$ cat config.mk
export PLATFORM = sky130hd
export DESIGN_NAME = icache_direct
export DESIGN_NICKNAME = d
export VERILOG_FILES = /design/src/rtl/icache_direct.sv
export SDC_FILE = /design/constraint.sdc
export NUM_CORES = 2
export LEC_CHECK = 0
export CORE_ASPECT_RATIO = 0.6
export CORE_MARGIN = 2
export CORE_UTILIZATION = 24
export DETAILED_ROUTE_END_ITERATION = 7
export GPL_ROUTABILITY_DRIVEN = 0
export PLACE_DENSITY_LB_ADDON = 0.25
export SLEW_MARGIN = 20
export SYNTH_ARGS = -nofsm -noshare
export SYNTH_HDL_FRONTEND = slang
export SYNTH_SLANG_ARGS = --single-unit
export TNS_END_PERCENT = 30
$ cat constraint.sdc
create_clock -name clk -period 10.6 [get_ports clk]
set_input_delay 2.12 -clock clk [delete_from_list [all_inputs] [get_ports clk]]
set_output_delay 2.12 -clock clk [all_outputs]
set_load 0.01 [all_outputs]
$ cat src/rtl/icache_direct.sv
// ---------------------------------------------------------------------------
// icache_direct
//
// Direct-mapped, read-only instruction cache. It sits between the fetch stage
// and a slower backing instruction memory. Hits return combinationally in the
// same cycle. On a miss, fetch is stalled while a two-state FSM (IDLE/REFILL)
// fetches the whole line one word at a time over a level-held request /
// single-cycle valid handshake.
//
// Parameters
//   LINES     number of cache lines (power of 2, >= 2)
//   WORDS     32-bit words per line (power of 2, >= 2)
//
// Ports
//   clk        sole clock; all state updates on the rising edge
//   rst        synchronous active-high reset
//   PCF        fetch address (bits [1:0] ignored), held while StallF=1
//   FlushIC    invalidate every line (fence.i)
//   InstrF     instruction at PCF (NOP while stalled, 0 during reset)
//   StallF     1 = InstrF not valid, fetch must hold PCF
//   MemReq     refill word request, level-held during REFILL
//   MemAddr    byte address of the word being requested (0 when idle)
//   MemRData   refill data
//   MemValid   MemRData holds the word at the current MemAddr
//   HitCount   hit counter  (0 unless ICACHE_STATS_EN is defined)
//   MissCount  miss counter (0 unless ICACHE_STATS_EN is defined)
//
// Build option
//   ICACHE_STATS_EN  when defined, builds the 32-bit hit/miss counters.
//                    When undefined, both counter outputs are tied to 0.
// ---------------------------------------------------------------------------
module icache_direct #(
    parameter int LINES = 16,
    parameter int WORDS = 4
) (
    input  logic        clk,
    input  logic        rst,
    input  logic [31:0] PCF,
    input  logic        FlushIC,
    output logic [31:0] InstrF,
    output logic        StallF,
    output logic        MemReq,
    output logic [31:0] MemAddr,
    input  logic [31:0] MemRData,
    input  logic        MemValid,
    output logic [31:0] HitCount,
    output logic [31:0] MissCount
);

    localparam int OFF_W   = $clog2(WORDS);
    localparam int IDX_W   = $clog2(LINES);
    localparam int TAG_LSB = 2 + OFF_W + IDX_W;
    localparam int TAG_W   = 32 - TAG_LSB;
    localparam logic [31:0] NOP = 32'h0000_0013;

    typedef enum logic {
        S_IDLE,
        S_REFILL
    } state_t;

    // -----------------------------------------------------------------------
    // State
    // -----------------------------------------------------------------------
    state_t            state_q;
    logic [LINES-1:0]  valid_q;
    logic [LINES-1:0]  valid_d;
    logic [TAG_W-1:0]  tag_q  [LINES];
    logic [31:0]       data_q [LINES*WORDS];
    logic [31:0]       refill_addr_q;
    logic [OFF_W-1:0]  cnt_q;
    logic              flush_pend_q;

    // -----------------------------------------------------------------------
    // Address decode
    // -----------------------------------------------------------------------
    logic [OFF_W-1:0]  pc_off;
    logic [IDX_W-1:0]  pc_idx;
    logic [TAG_W-1:0]  pc_tag;
    logic [IDX_W-1:0]  rf_idx;
    logic [TAG_W-1:0]  rf_tag;
    logic [31:0]       line_base;
    logic              unused_pc_bits;

    assign pc_off    = PCF[OFF_W+1:2];
    assign pc_idx    = PCF[TAG_LSB-1:OFF_W+2];
    assign pc_tag    = PCF[31:TAG_LSB];
    assign rf_idx    = refill_addr_q[TAG_LSB-1:OFF_W+2];
    assign rf_tag    = refill_addr_q[31:TAG_LSB];
    assign line_base = {PCF[31:OFF_W+2], {(OFF_W+2){1'b0}}};
    assign unused_pc_bits = ^PCF[1:0];

    // -----------------------------------------------------------------------
    // Lookup
    // -----------------------------------------------------------------------
    logic        idle;
    logic        hit;
    logic        miss;
    logic        last_word;
    logic        fill_en;
    logic [31:0] rd_word;

    assign idle      = (state_q == S_IDLE);
    assign hit       = idle && valid_q[pc_idx] && (tag_q[pc_idx] == pc_tag);
    assign miss      = idle && !(valid_q[pc_idx] && (tag_q[pc_idx] == pc_tag));
    assign last_word = (cnt_q == OFF_W'(WORDS - 1));
    // Reset gates the fill so a word arriving in the reset cycle is dropped.
    assign fill_en   = !rst && (state_q == S_REFILL) && MemValid;
    assign rd_word   = data_q[{pc_idx, pc_off}];

    // -----------------------------------------------------------------------
    // Outputs (combinational; reset forces the quiet values)
    // -----------------------------------------------------------------------
    always_comb begin
        InstrF  = 32'h0;
        StallF  = 1'b0;
        MemReq  = 1'b0;
        MemAddr = 32'h0;
        if (!rst) begin
            if (state_q == S_REFILL) begin
                StallF  = 1'b1;
                InstrF  = NOP;
                MemReq  = 1'b1;
                // refill_addr_q is line aligned, so the add never carries
                // into the index/tag bits.
                MemAddr = refill_addr_q + 32'({cnt_q, 2'b00});
            end else if (hit) begin
                InstrF = rd_word;
            end else begin
                StallF = 1'b1;
                InstrF = NOP;
            end
        end
    end

    // -----------------------------------------------------------------------
    // Valid-bit next state. Flush is applied last so it overrides both the
    // miss-clear and a line completing in the same cycle.
    // -----------------------------------------------------------------------
    always_comb begin
        valid_d = valid_q;
        if (miss) begin
            valid_d[pc_idx] = 1'b0;
        end
        if (fill_en && last_word && !flush_pend_q) begin
            valid_d[rf_idx] = 1'b1;
        end
        if (FlushIC) begin
            valid_d = '0;
        end
    end

    // -----------------------------------------------------------------------
    // Control FSM
    // -----------------------------------------------------------------------
    always_ff @(posedge clk) begin
        if (rst) begin
            state_q       <= S_IDLE;
            cnt_q         <= '0;
            valid_q       <= '0;
            flush_pend_q  <= 1'b0;
            refill_addr_q <= 32'h0;
        end else begin
            valid_q <= valid_d;
            case (state_q)
                S_IDLE: begin
                    if (miss) begin
                        refill_addr_q <= line_base;
                        cnt_q         <= '0;
                        // A flush coinciding with the miss must leave the
                        // line that is about to be fetched invalid.
                        flush_pend_q  <= FlushIC;
                        state_q       <= S_REFILL;
                    end
                end
                S_REFILL: begin
                    if (FlushIC) begin
                        flush_pend_q <= 1'b1;
                    end
                    if (MemValid) begin
                        cnt_q <= cnt_q + OFF_W'(1);
                        if (last_word) begin
                            flush_pend_q <= 1'b0;
                            state_q      <= S_IDLE;
                        end
                    end
                end
                default: begin
                    state_q <= S_IDLE;
                end
            endcase
        end
    end

    // -----------------------------------------------------------------------
    // Line storage (no reset: contents are qualified by valid_q)
    // -----------------------------------------------------------------------
    always_ff @(posedge clk) begin
        if (fill_en) begin
            data_q[{rf_idx, cnt_q}] <= MemRData;
        end
    end

    always_ff @(posedge clk) begin
        if (fill_en && last_word) begin
            tag_q[rf_idx] <= rf_tag;
        end
    end

    // -----------------------------------------------------------------------
    // Optional statistics
    // -----------------------------------------------------------------------
`ifdef ICACHE_STATS_EN
    logic [31:0] hit_cnt_q;
    logic [31:0] miss_cnt_q;

    always_ff @(posedge clk) begin
        if (rst) begin
            hit_cnt_q  <= 32'h0;
            miss_cnt_q <= 32'h0;
        end else begin
            if (hit) begin
                hit_cnt_q <= hit_cnt_q + 32'h1;
            end
            // Every IDLE miss cycle is an IDLE->REFILL transition.
            if (miss) begin
                miss_cnt_q <= miss_cnt_q + 32'h1;
            end
        end
    end

    assign HitCount  = hit_cnt_q;
    assign MissCount = miss_cnt_q;
`else
    assign HitCount  = 32'h0;
    assign MissCount = 32'h0;
`endif

endmodule

==> results summary <==
After detailed placement, the design holds a cell count of 9814. The maximum buffer depth of the clock tree is 4. After synthesis the netlist holds a flip-flop and latch count of 2480. The first-pass detailed-route iteration total came out at 5. The max-capacitance violation count is 0.

The aggregate global routing overflow is 0. The total buffers and inverters traversed by the critical path came out at 4. After floorplanning, the core was divided into around 180 placement rows. The number of fill cells in the layout came out at 38992. The number of CTS-inserted buffers is between 200 and 250. In this run the post-CTS setup repair buffer count came out at 0. The worst register-to-register path begins at state_q$_SDFF_PP0_. The maximum clock skew at final layout is about 0.095 ns. Wires add up to approximately 320 mm. The count of hold-fix buffers inserted at cts is 0. Sequential elements use 77.1% of the synthesized area. The post-cts gate resize count is 0. Relative to the synthesized area, the layout overhead comes to 16.9%.

The arrival time at the worst endpoint came out at about 7.1 ns. The endpoint kind of the worst setup timing path is a primary output. The fraction of synthesized cell area taken by the top area cell type came out at 76.1%. The share of cells above drive strength 1 is 26.7%. In this run the horizontal extent of the chip is 821 um. After legalization and detailed placement, the total HPWL measured about 190 mm.

The highest cell delay on the worst timing path came out at 0.73 ns. Setup violations remaining at the end of the flow were counted as 0. STA classifies the critical path startpoint as an input pin. The wire length per cell after detailed routing is 31.5 um. Dividing the detail-routed via count by the number of cells gives 4.72. Clock latency on the worst-skew pair, taken at its later pin, is 0.92 ns.

The cell count after synthesis came out at 4374. The min-delay analysis places its worst path in the category reg -> reg. The worst min-delay path startpoint is valid_q[7]$_SDFF_PP0_. The maximum frequency from static timing analysis is ~0.11 GHz. The netlist area before placement came out at 0.0960 mm2.

The post-layout net count is approximately 4800. The pin count of the biggest net entering global routing is 72. The worst path uses around 87% of the clock period. Subtracting the final worst setup slack from the clock period gives between 9 and 10 ns. The mean area per synthesized cell came out at approximately 22 um2. The number of antenna violations at the first check in global routing was 37. TritonCTS built the clock tree. The total number of yosys warnings came out at 0. By area the synthesized netlist is led by edfxtp_1 (76%), mux4_2 (14%), mux2i_1 (1.6%). The first global-routing pass estimated 426 mm of wire. The slowest stage of the critical path belongs to the cell clkdlybuf4s50_1. The critical path is of the in -> out type. The sink count of the clock tree is 2480. The die is 494 um tall. The startpoint of the worst setup timing path is PCF[4]. Data on the critical path is required at its endpoint by 8.48 ns.

The proportion of register bits with asynchronous set or reset after synthesis is 0%. The final core utilization came out at 28.2%. The analysis attributes to cell leakage a power of about 34 nW. The placeable core area is 0.397 mm2. Of all cell types, the one taking the most synthesized area is edfxtp_1.

The initial utilization of the core area, before any placement, comes to 24.2%. The flow ran to the end, and the final reports show no timing, DRC or antenna violations. The filler-free cell count of the finished design is between 10000 and 15000.

The total power density per cell area is 179 mW/mm2. The signal on the critical path passes through buf_8 -> buf_4 -> or2_2 -> o22ai_1 -> a221oi_1 -> xor2_1 -> o31a_1 -> nor4_2 -> nand4b_1 -> buf_12 -> a2111oi_2 -> clkdlybuf4s50_1. The maximum level of the CTS H-tree came out at 4.

The residual antenna-violating net count after detailed routing came out at 0. In this run the count of I/O pins placed on the die edge is just under 200. After routing, the total negative slack on setup checks comes to 0 ns. Setup repair after global routing left no endpoint under its margin. The synthesized design contains 2432 enable-type register cells. In this run the tool buffered the top-level ports with 129 buffer cells. The first routing iteration left ~6600 violations. The cell sitting at the root of the clock tree is a clkbuf_16.

The die covers 0.405 mm2. The number of max-slew violations in the final report came to 0. VDD sags by at most ~0.13 mV.

The cell class contributing the biggest share of worst-path delay is buffers and inverters. The final hold violation count was 0. Of all nets on the critical path, the largest fanout is 57.

The total track usage is 15.4%. The completed layout was analyzed and its total power is 20.1 mW. The number of vias in the routed layout came out at roughly 48000. The most used flip-flop cell after synthesis is edfxtp_1. The transition time of the tightest slew-check pin is 1.23 ns.

The CTS clock-pin slew for the worst setup and hold paths came out at 0.07 ns. The worst slew margin relative to its limit came out at 18.3%. The number of global-route vias before repair came to roughly 47000. The number of unique standard cell types used by synthesis is 72. The total DRC errors in the routed layout came out at 0.
==> metal layers <==
layer	vias to the layer above	track usage [%]	wire, um
li1	19024	-	-
met1	26742	23.5	151000
met2	2163	21.6	134000
met3	375	4.31	29800
met4	10	3.39	7370
met5	-	0.281	177
==> stage by stage <==
step	hold slack, ns	instance area, um2	setup slack [ns]
after floorplan	0.487	96300	3.83
after global routing	0.575	112000	0.982
final	0.560	112000	1.40
after CTS	0.555	112000	1.25
after global placement	0.533	105000	1.35
after detailed placement	0.538	105000	1.27
==> path summary, 6_finish.rpt <==
check	end	slack, ns	cells after the start
worst max-delay path	InstrF[6]	1.40	12
worst min register to register	valid_q[7]$_SDFF_PP0_	0.56	2
worst max register to register	data_q[43][7]$_DFFE_PP_	5.57	7
worst min-delay path	valid_q[7]$_SDFF_PP0_	0.56	2
==> cell usage after synthesis, drive strengths merged (3+ instances only) <==
library cell and count:
a22o 5, xnor2 13, a221oi 11, nand3 14, mux2i 157, clkbuf 111
o22ai 128, a211oi 21, mux4 614, a2111oi 16, a22oi 29, o211ai 7
dfxtp 48, nand2 56, or4 4, nor4 14, mux2 25, or2 3
a211o 3, xor2 7, and3 7, nor2b 18, or3 12, o21ai 35
inv 15, a32oi 4, nand2b 65, nand4 3, a311oi 3, buf 188
nor3 32, edfxtp 2432, a21oi 38, and2 36, nor2 144, o221ai 11
a31oi 18
==> layout by cell type (no fill, tap or decap), drive strengths merged, types with 29 or more instances in the layout <==
cell,synthesis,routed
clkbuf,111,284
o22ai,128,128
dfxtp,48,48
nand2b,65,65
a22oi,29,29
nand2,56,56
o21ai,35,35
and2,36,36
mux2i,157,157
edfxtp,2432,2432
nor2,144,144
conb,1,66
mux4,614,614
nor3,32,32
clkinv,1,94
a21oi,38,38
clkdlybuf4s50,0,90
buf,188,246
==> cell type report <==
cell class,instances,area [um2],area share (%)
sequential,2480,74000,65.9
multi-input combinational,1644,21200,18.9
tap,5339,6680,5.95
clock buffer,284,5980,5.33
timing repair buffer,336,3020,2.69
clock inverter,127,1280,1.14
inverter,16,60.1,0.0535
antenna,6,15.0,0.0134
==> flip-flops by register name (all words and copies together) (netlist names) <==
signal	count
data_q	2048
flush_pend_q	1
cnt_q	2
tag_q	384
valid_q	16
state_q	1
refill_addr_q	28
==> logic make-up after synthesis <==
group	synth area share, %
xor gates and xnor gates	0.182
muxes	16.3
AOI/OAI and AO/OA	2.45
buffers and inverters	1.79
adders and majority gates	0.0130
and+or+nand+nor	2.18
DFF	77.1
other	0.00391
==> worst reg2reg max path: cells and delay by family (launching register included) <==
| kind | cells | cell delay [ns] |
|---|---|---|
| flip-flops | 1 | 0.52 |
| buffers and inverters | 2 | 0.82 |
| AND/OR/NAND/NOR | 5 | 3.22 |
==> report_power, final <==
part           leakage [nW]  internal [mW]  switching, mW  total, mW
combinational          8.22          0.350          0.632      0.982
sequential             22.4           10.8         0.0389       10.8
clock                  3.54           4.54           3.78       8.32
Note: power is estimated with default switching activity, not from simulation.
